File: config.mk
export PLATFORM = sky130hd
export DESIGN_NAME = decode_stage_pipe
export DESIGN_NICKNAME = d
export VERILOG_FILES = /design/src/rtl/decode_pkg.sv /design/src/rtl/ctrl_skid_buffer.sv /design/src/rtl/decode_stage_pipe.sv
export SDC_FILE = /design/constraint.sdc
export NUM_CORES = 1
export LEC_CHECK = 0
export CORE_MARGIN = 3
export CORE_UTILIZATION = 30
export CTS_CLUSTER_DIAMETER = 200
export DETAILED_ROUTE_END_ITERATION = 16
export GPL_TIMING_DRIVEN = 0
export SKIP_LAST_GASP = 1
export SLEW_MARGIN = 20
export SYNTH_ARGS = -nofsm -noshare
export SYNTH_HDL_FRONTEND = slang
export SYNTH_HIERARCHICAL = 1
export SYNTH_SLANG_ARGS = --single-unit
File: constraint.sdc
create_clock -name clk -period 5.7 [get_ports clk]
set_clock_uncertainty 0.05 [all_clocks]
set_input_delay 0.57 -clock clk [delete_from_list [all_inputs] [get_ports clk]]
set_output_delay 0.57 -clock clk [all_outputs]
set_load 0.02 [all_outputs]
File: src/rtl/decode_pkg.sv
// Shared types and encodings for the decode stage: control bundle, opcodes,
// immediate/result selects and the output-buffer state.
package decode_pkg;

  typedef struct packed {
    logic       reg_write;
    logic [2:0] imm_src;
    logic       alu_src;
    logic       mem_write;
    logic [1:0] result_src;
    logic       branch;
    logic [1:0] alu_op;
    logic       pc_op;
    logic       mem_read;
  } ctrl_t;

  localparam logic [6:0] OP_LOAD   = 7'b0000011;
  localparam logic [6:0] OP_IMM    = 7'b0010011;
  localparam logic [6:0] OP_STORE  = 7'b0100011;
  localparam logic [6:0] OP_REG    = 7'b0110011;
  localparam logic [6:0] OP_BRANCH = 7'b1100011;
  localparam logic [6:0] OP_LUI    = 7'b0110111;
  localparam logic [6:0] OP_AUIPC  = 7'b0010111;
  localparam logic [6:0] OP_JAL    = 7'b1101111;
  localparam logic [6:0] OP_JALR   = 7'b1100111;

  localparam logic [2:0] IMM_R = 3'b000;
  localparam logic [2:0] IMM_I = 3'b001;
  localparam logic [2:0] IMM_S = 3'b010;
  localparam logic [2:0] IMM_B = 3'b011;
  localparam logic [2:0] IMM_U = 3'b100;
  localparam logic [2:0] IMM_J = 3'b101;

  localparam logic [1:0] RES_ALU   = 2'b00;
  localparam logic [1:0] RES_MEM   = 2'b01;
  localparam logic [1:0] RES_PC4   = 2'b10;
  localparam logic [1:0] RES_AUIPC = 2'b11;

  typedef enum logic [1:0] {
    ST_EMPTY = 2'b00,
    ST_ONE   = 2'b01,
    ST_FULL  = 2'b10
  } buf_state_e;

  function automatic ctrl_t mk_ctrl(
    input logic       rw,
    input logic [2:0] imm,
    input logic       alu_src,
    input logic       mem_write,
    input logic [1:0] res,
    input logic       branch,
    input logic [1:0] alu_op,
    input logic       pc_op,
    input logic       mem_read
  );
    ctrl_t c;
    c.reg_write  = rw;
    c.imm_src    = imm;
    c.alu_src    = alu_src;
    c.mem_write  = mem_write;
    c.result_src = res;
    c.branch     = branch;
    c.alu_op     = alu_op;
    c.pc_op      = pc_op;
    c.mem_read   = mem_read;
    return c;
  endfunction

  function automatic logic is_known_op(input logic [6:0] op);
    case (op)
      OP_LOAD, OP_IMM, OP_STORE, OP_REG, OP_BRANCH,
      OP_LUI, OP_AUIPC, OP_JAL, OP_JALR: return 1'b1;
      default:                           return 1'b0;
    endcase
  endfunction

endpackage

File: src/rtl/ctrl_skid_buffer.sv
// Generic 2-entry valid/ready buffer: primary register drives the outputs,
// skid register absorbs one extra word; in_ready is registered.
module ctrl_skid_buffer
  import decode_pkg::*;
#(
  parameter int unsigned WIDTH = 8
) (
  input  logic             clk,
  input  logic             rst,
  input  logic             flush,
  input  logic             in_valid,
  output logic             in_ready,
  input  logic [WIDTH-1:0] in_data,
  output logic             out_valid,
  input  logic             out_ready,
  output logic [WIDTH-1:0] out_data
);

  buf_state_e       state_q, state_d;
  logic [WIDTH-1:0] prim_q, prim_d;
  logic [WIDTH-1:0] skid_q, skid_d;
  logic             out_valid_q, out_valid_d;
  logic             in_ready_q, in_ready_d;
  logic             accept, handoff;

  assign accept  = in_valid && in_ready_q;
  assign handoff = out_valid_q && out_ready;

  always_comb begin
    state_d = state_q;
    prim_d  = prim_q;
    skid_d  = skid_q;
    if (flush) begin
      state_d = ST_EMPTY;
    end else begin
      case (state_q)
        ST_EMPTY: if (accept) begin
          prim_d  = in_data;
          state_d = ST_ONE;
        end
        ST_ONE: begin
          if (accept && handoff) begin
            prim_d = in_data;
          end else if (accept) begin
            skid_d  = in_data;
            state_d = ST_FULL;
          end else if (handoff) begin
            state_d = ST_EMPTY;
          end
        end
        ST_FULL: if (handoff) begin
          prim_d  = skid_q;
          state_d = ST_ONE;
        end
        default: state_d = ST_EMPTY;
      endcase
    end
    // Flags follow the next state so both leave the flop already settled.
    out_valid_d = (state_d != ST_EMPTY);
    in_ready_d  = (state_d != ST_FULL);
  end

  always_ff @(posedge clk or posedge rst) begin
    if (rst) begin
      state_q     <= ST_EMPTY;
      prim_q      <= '0;
      skid_q      <= '0;
      out_valid_q <= 1'b0;
      in_ready_q  <= 1'b1;
    end else begin
      state_q     <= state_d;
      prim_q      <= prim_d;
      skid_q      <= skid_d;
      out_valid_q <= out_valid_d;
      in_ready_q  <= in_ready_d;
    end
  end

  assign in_ready  = in_ready_q;
  assign out_valid = out_valid_q;
  assign out_data  = prim_q;

endmodule

File: src/rtl/decode_stage_pipe.sv
// Registered, flow-controlled decode stage: opcode decode into ctrl_t feeding a
// 2-entry skid buffer. Optional illegal-opcode trap via DECODE_ILLEGAL_TRAP_EN.
module decode_stage_pipe
  import decode_pkg::*;
#(
  parameter int unsigned PC_WIDTH  = 32,
  parameter int unsigned CNT_WIDTH = 16
) (
  input  logic                 clk,
  input  logic                 rst,
  input  logic                 in_valid,
  output logic                 in_ready,
  input  logic [31:0]          in_instr,
  input  logic [PC_WIDTH-1:0]  in_pc,
  input  logic                 flush,
  output logic                 out_valid,
  input  logic                 out_ready,
  output ctrl_t                out_ctrl,
  output logic [31:0]          out_instr,
  output logic [PC_WIDTH-1:0]  out_pc,
  output logic                 out_illegal,
  output logic [CNT_WIDTH-1:0] illegal_count
);

  localparam int unsigned PW = $bits(ctrl_t) + 32 + PC_WIDTH + 1;

  logic [6:0]    opcode;
  ctrl_t         dec_ctrl;
  logic          dec_illegal;
  logic [PW-1:0] buf_in, buf_out;

  assign opcode = in_instr[6:0];

  always_comb begin
    dec_ctrl = '0;
    case (opcode)
      OP_LOAD:   dec_ctrl = mk_ctrl(1'b1, IMM_I, 1'b1, 1'b0, RES_MEM,   1'b0, 2'b00, 1'b0, 1'b1);
      OP_IMM:    dec_ctrl = mk_ctrl(1'b1, IMM_I, 1'b1, 1'b0, RES_ALU,   1'b0, 2'b10, 1'b0, 1'b0);
      OP_STORE:  dec_ctrl = mk_ctrl(1'b0, IMM_S, 1'b1, 1'b1, RES_ALU,   1'b0, 2'b00, 1'b0, 1'b0);
      OP_REG:    dec_ctrl = mk_ctrl(1'b1, IMM_R, 1'b0, 1'b0, RES_ALU,   1'b0, 2'b10, 1'b0, 1'b0);
      OP_BRANCH: dec_ctrl = mk_ctrl(1'b0, IMM_B, 1'b0, 1'b0, RES_ALU,   1'b1, 2'b01, 1'b0, 1'b0);
      OP_LUI:    dec_ctrl = mk_ctrl(1'b1, IMM_U, 1'b1, 1'b0, RES_ALU,   1'b0, 2'b00, 1'b0, 1'b0);
      OP_AUIPC:  dec_ctrl = mk_ctrl(1'b1, IMM_U, 1'b1, 1'b0, RES_AUIPC, 1'b0, 2'b00, 1'b0, 1'b0);
      OP_JAL:    dec_ctrl = mk_ctrl(1'b1, IMM_J, 1'b1, 1'b0, RES_PC4,   1'b1, 2'b00, 1'b0, 1'b0);
      OP_JALR:   dec_ctrl = mk_ctrl(1'b1, IMM_I, 1'b1, 1'b0, RES_PC4,   1'b1, 2'b10, 1'b1, 1'b0);
      default:   dec_ctrl = '0;
    endcase
  end

`ifdef DECODE_ILLEGAL_TRAP_EN
  assign dec_illegal = !is_known_op(opcode);
`else
  assign dec_illegal = 1'b0;
`endif

  assign buf_in = {dec_ctrl, in_instr, in_pc, dec_illegal};

  ctrl_skid_buffer #(
    .WIDTH (PW)
  ) u_buf (
    .clk       (clk),
    .rst       (rst),
    .flush     (flush),
    .in_valid  (in_valid),
    .in_ready  (in_ready),
    .in_data   (buf_in),
    .out_valid (out_valid),
    .out_ready (out_ready),
    .out_data  (buf_out)
  );

  assign {out_ctrl, out_instr, out_pc, out_illegal} = buf_out;

`ifdef DECODE_ILLEGAL_TRAP_EN
  logic [CNT_WIDTH-1:0] cnt_q, cnt_d;

  // A handoff coinciding with flush is discarded, so it is not counted.
  always_comb begin
    cnt_d = cnt_q;
    if (out_valid && out_ready && out_illegal && !flush && (cnt_q != '1))
      cnt_d = cnt_q + CNT_WIDTH'(1);
  end

  always_ff @(posedge clk or posedge rst) begin
    if (rst) cnt_q <= '0;
    else     cnt_q <= cnt_d;
  end

  assign illegal_count = cnt_q;
`else
  assign illegal_count = '0;
`endif

endmodule

== Word level (Yosys, flattened, before mapping) ==
Index checks and enable logic that the tools add are counted.

* Bits in registers: 159
* Output and inout bits: 96

* Bitwise logic cells: 2
* Equality and inequality tests: 15
* Reductions and logical operators: 8
* Multiplexer cells: 12

{| class="wikitable"
|+ Operators by type and width
! operator !! number
|-
| $mux W78 || 3
|-
| $pmux W78 S3 || 1
|-
| $pmux W13 S9 || 1
|-
| $eq A7 B6 Y1 const B || 3
|-
| $eq A7 B7 Y1 const B || 3
|-
| $eq A7 B5 Y1 const B || 2
|-
| $mux W2 || 6
|-
| $eq A7 B2 Y1 const B || 1
|-
| $ne A2 B1 Y1 const B || 3
|-
| $pmux W2 S3 || 1
|-
| $reduce_and A5 Y1 || 1
|-
| $reduce_and A4 Y1 || 1
|-
| $logic_and A1 B1 Y1 || 3
|-
| $reduce_bool A3 Y1 || 1
|-
| $eq A2 B1 Y1 const B || 1
|-
| $eq A2 B2 Y1 const B || 1
|-
| $logic_not A2 Y1 || 1
|-
| $ne A2 B2 Y1 const B || 1
|-
| $not A1 Y1 || 2
|-
| $reduce_bool A2 Y1 || 1
|}

== Depth between registers and ports, before layout ==
* Word-level depth: 7
* Mapped depth: 8
* Depth with buffers taken out: 5

== Hierarchy ==
The synthesis kept the hierarchy.

{| class="wikitable"
|+ Modules (own cells, without submodules)
! module !! times used !! cells an instance !! area an instance (µm²)
|-
| ctrl_skid_buffer || 1 || 533 || 6,777.8
|-
| decode_stage_pipe || 1 || 56 || 395.4
|}

== Worst setup path before layout ==
No wires, ideal clock.

* Path type: input to register
* Start: in out_ready
* End: reg u_buf.prim_q[72] (netlist: u_buf/out_data[72])
* Setup slack: 3.852 ns
* Arrival: 1.722 ns
* Stages on the path: 7
* Library setup time: 0.076 ns
* Data required time: 5.574 ns
* Path through: nand2_1 > maj3_2 > or2_1 > buf_6 > buf_6 > buf_8 > o21ai_1

* Longest elaborated chain between the ends: 4
* Elaborated cells on any way between the ends: 5

{| class="wikitable"
|+ Ends and longest elaborated chain
! item !! RTL line !! RTL
|-
| start, declared || decode_stage_pipe.sv:17 || <nowiki>input logic out_ready,</nowiki>
|-
| $logic_and A1 B1 Y1 (*) || ctrl_skid_buffer.sv:27 || <nowiki>assign handoff = out_valid_q && out_ready;</nowiki>
|-
| $logic_and A1 B1 Y1 || ctrl_skid_buffer.sv:42 || <nowiki>if (accept && handoff) begin</nowiki>
|-
| $ne A2 B1 Y1 (no source line) || - ||
|-
| $reduce_and A5 Y1 (no source line) (*) || - ||
|-
| end signal, assigned || ctrl_skid_buffer.sv:72 || <nowiki>prim_q <= prim_d;</nowiki>
|-
| end, declared || ctrl_skid_buffer.sv:20 || <nowiki>logic [WIDTH-1:0] prim_q, prim_d;</nowiki>
|}

Every way passes the cells marked *; elsewhere a longest branch is shown, timed or not.
A chain may end at the register's enable or synchronous reset.

== Final worst setup path ==
* Start: in in_valid
* End: reg u_buf.prim_q[4] (netlist: u_buf/out_data[4])

* Longest elaborated chain between the ends: 4
* Elaborated cells on any way between the ends: 5

{| class="wikitable"
|+ Ends and longest elaborated chain
! item !! RTL line !! RTL
|-
| start, declared || decode_stage_pipe.sv:11 || <nowiki>input logic in_valid,</nowiki>
|-
| $logic_and A1 B1 Y1 (*) || ctrl_skid_buffer.sv:26 || <nowiki>assign accept = in_valid && in_ready_q;</nowiki>
|-
| $logic_and A1 B1 Y1 || ctrl_skid_buffer.sv:42 ||
|-
| $ne A2 B1 Y1 (no source line) || - ||
|-
| $reduce_and A5 Y1 (no source line) (*) || - ||
|}

Marked as above.

==> results.json <==
{
  "status": "finished clean",
  "worst-path-buf-inv": 4,
  "h-tree-depth": 4,
  "cts_resized": 0,
  "hold_buffers": 0,
  "final_cell_area_um2": 9780,
  "max_freq_ghz": 0.429,
  "async_flop_share_pct": 100,
  "gp_congestion": 0.701,
  "r2r_cells": 7,
  "yosys-top-cells-count": "dfrtp_1, o21ai_0, mux2_2, mux2i_1, buf_2",
  "synth_top_area_share_pct": 55.5,
  "die_y_um": 161,
  "antenna_found_initial": 0,
  "core_area_um2": 23100,
  "post_cts_buffers": 0,
  "critPathRequiredTime_ps": 5980,
  "holdPathStages": 1,
  "syn-instance-count": 589,
  "synth_compound_area_share_pct": 12.0,
  "synth_ff_type": "dfrtp_1",
  "fp.dieW_um": 161,
  "track_usage_pct": 14.7,
  "cpLargestDelayFamily": "buffers and inverters",
  "grt_pass1_vias": 5277,
  "hpwlAfterDp_mm": 13.0,
  "post-route-period-util_pct": 40.9,
  "wl_per_cell_um": 17.0,
  "clk-insertion-delay-late_ps": 420,
  "worstSetupPathType": "primary input to flip-flop",
  "cts_root_buffer": "clkbuf_16",
  "cpPeakStageDelay_ps": 490,
  "synth-simple-area-share_pct": 3.59,
  "netlist_area_um2": 7170,
  "drt-pass1-iter-count": 4,
  "port_buffers": 148,
  "antenna_cells": 0,
  "synth_edf_count": 0,
  "synth_fa_ha_area_share_pct": 0.157,
  "placed_area_um2": 9170,
  "num_vias": 5171,
  "row_count": 55,
  "setup_viol": 0,
  "numClockSinks": 160,
  "worstSetupEndpointType": "flip-flop",
  "drtIter0Drc": 245,
  "overflow": 0,
  "arrival_ps": 2610,
  "yosys_warnings": 6,
  "p_leak_nw": 4.18,
  "synth_top_cell_by_area": "dfrtp_1",
  "r2r_setup_slack_ps": 3590,
  "area_growth_pct": 36.4,
  "placed_cells_incl_taps": 1069,
  "slew_viol_final": 0,
  "synth_cell_type_count": 41,
  "synth_area_leaders": "dfrtp_1, mux2_2, mux2i_1, o21ai_0, buf_4",
  "synth_top_family_by_area": "multiplexers",
  "path_cells": "clkdlybuf4s50_1 > a21oi_2 > or2_1 > buf_6 > clkbuf_1 > clkbuf_1 > o21ai_0 > o21ai_0",
  "cts_buffers": 17,
  "cpMaxStageDelayCell": "clkbuf_1",
  "synthXorXnorAreaFrac_pct": 0.122,
  "clock_tree.buffer_depth": 2,
  "ant_nets": 0,
  "die_area_um2": 25800,
  "synth-seq-cells": 160,
  "cp_max_fo": 10,
  "drive_above_1_share_pct": 21.4,
  "final_net_count": 844,
  "tns_ps": 0,
  "rsz0062_at_grt": "no",
  "tightest_slew_ps": 558,
  "vdd.ir_drop.worst_v": 0.000178,
  "synth.area.mux_share_pct": 23.1,
  "avgViaCountPerCell": 4.70,
  "grt_max_degree": 60,
  "cap_viol_max_count": 0,
  "start_util_pct": 31.1,
  "finalHoldViolations": 0,
  "routed_wl_mm": 18.7,
  "cp.depth": 8,
  "cts_tree": "built",
  "grt_first_pass_wirelength_mm": 29.7,
  "num-fill-cells": 2179,
  "clkTransAtPathRegs_ps": 70,
  "yosysSeqAreaShare_pct": 55.8,
  "hold_class": "flip-flop to flip-flop",
  "fin_cells": 1101,
  "start_kind": "primary input",
  "min_period_ps": 2330,
  "whs_ps": 453,
  "p_per_area_nw_per_um2": 428,
  "regArea_um2": 4010,
  "syn_area_per_cell_um2": 12.2,
  "post-route-drc-count": 0,
  "io_pins": 165,
  "relSlewSlack_pct": 62.8,
  "synth_most_common_cell": "dfrtp_1",
  "multi_input_area_um2": 2870
}
==> final timing paths <==
check                                endpoint        startpoint
min reg2reg                  u_buf/skid_q[24]  u_buf/skid_q[24]
min                          u_buf/skid_q[24]  u_buf/skid_q[24]
max reg2reg                 u_buf/out_data[4]  u_buf/state_q[1]
max                         u_buf/out_data[4]          in_valid
min in group asynchronous  u_buf/out_data[17]               rst
max in group asynchronous    u_buf/state_q[1]               rst
==> report_power, final <==
part	internal [W]	switching, W	leakage [nW]	total, W
Combinational	0.000650	0.000620	1.88	0.00127
Sequential	0.00155	0.000199	2.00	0.00174
Clock	0.000696	0.000475	0.296	0.00117
==> cell families (layout without fill, tap and decap cells) <==
family	after synthesis	in the layout
compound gates	167	167
flops	160	160
mux	156	156
buf+inv	64	246
simple gates	39	39
fa+ha+maj	1	1
other cells	1	18
xor+xnor	1	1
==> cell type report <==
| class | instances | share of cell area, % |
|---|---|---|
| repair buffers | 150 | 15.7 |
| plain buffers | 63 | 3.71 |
| clock inverters | 11 | 1.32 |
| inverters | 1 | 0.115 |
| well taps | 313 | 4.00 |
| clock buffers | 21 | 4.91 |
| flip-flops and latches | 160 | 40.9 |
| multi-input cells | 382 | 29.3 |
==> placed cells by master, fill, tap and decap left out, types with 2 or more instances in the layout <==
| cell type | n |
|---|---|
| clkbuf_2 | 7 |
| mux2_2 | 78 |
| nand3_1 | 4 |
| nand3b_1 | 2 |
| buf_2 | 19 |
| a21oi_1 | 4 |
| dfrtp_1 | 159 |
| inv_6 | 2 |
| bufinv_16 | 2 |
| nand2b_1 | 2 |
| buf_4 | 16 |
| clkbuf_16 | 17 |
| or2_1 | 2 |
| clkinv_2 | 2 |
| nor3_1 | 4 |
| nand2_1 | 11 |
| clkbuf_1 | 17 |
| o21ai_0 | 148 |
| buf_6 | 3 |
| clkinv_4 | 3 |
| nor2_1 | 3 |
| clkdlybuf4s50_1 | 148 |
| conb_1 | 18 |
| buf_16 | 2 |
| mux2i_1 | 78 |
| clkinvlp_4 | 2 |
| o21ai_1 | 9 |
| clkbuf_8 | 4 |
==> flip-flops by register name (all words and copies together), names as in the netlist <==
name and flops:
u_buf/out_data 78, u_buf/skid_q 78, u_buf/state_q 2, u_buf/in_ready 1, u_buf/out_valid 1
==> per-stage QoR <==
step           power [W]  setup WS (ps)  util [%]
6_report         0.00418           3370      42.4
5_1_grt          0.00444           3140      42.4
4_1_cts          0.00424           3350      42.4
3_5_place_dp     0.00306           2890      39.8
3_3_place_gp     0.00302          -1800      39.5
2_1_floorplan    0.00246            762         -
==> layer usage <==
metal | global-route usage (%) | part of all wire (%) | up-vias
met1 | 19.4 | 46 | 2562
met2 | 23.9 | 47 | 145
met3 | 4.13 | 5.4 | 15
met4 | 3.31 | 0.86 | 0
met5 | 0 | 0 | -
li1 | - | - | 2449
Power figures use the tool's default switching activity.
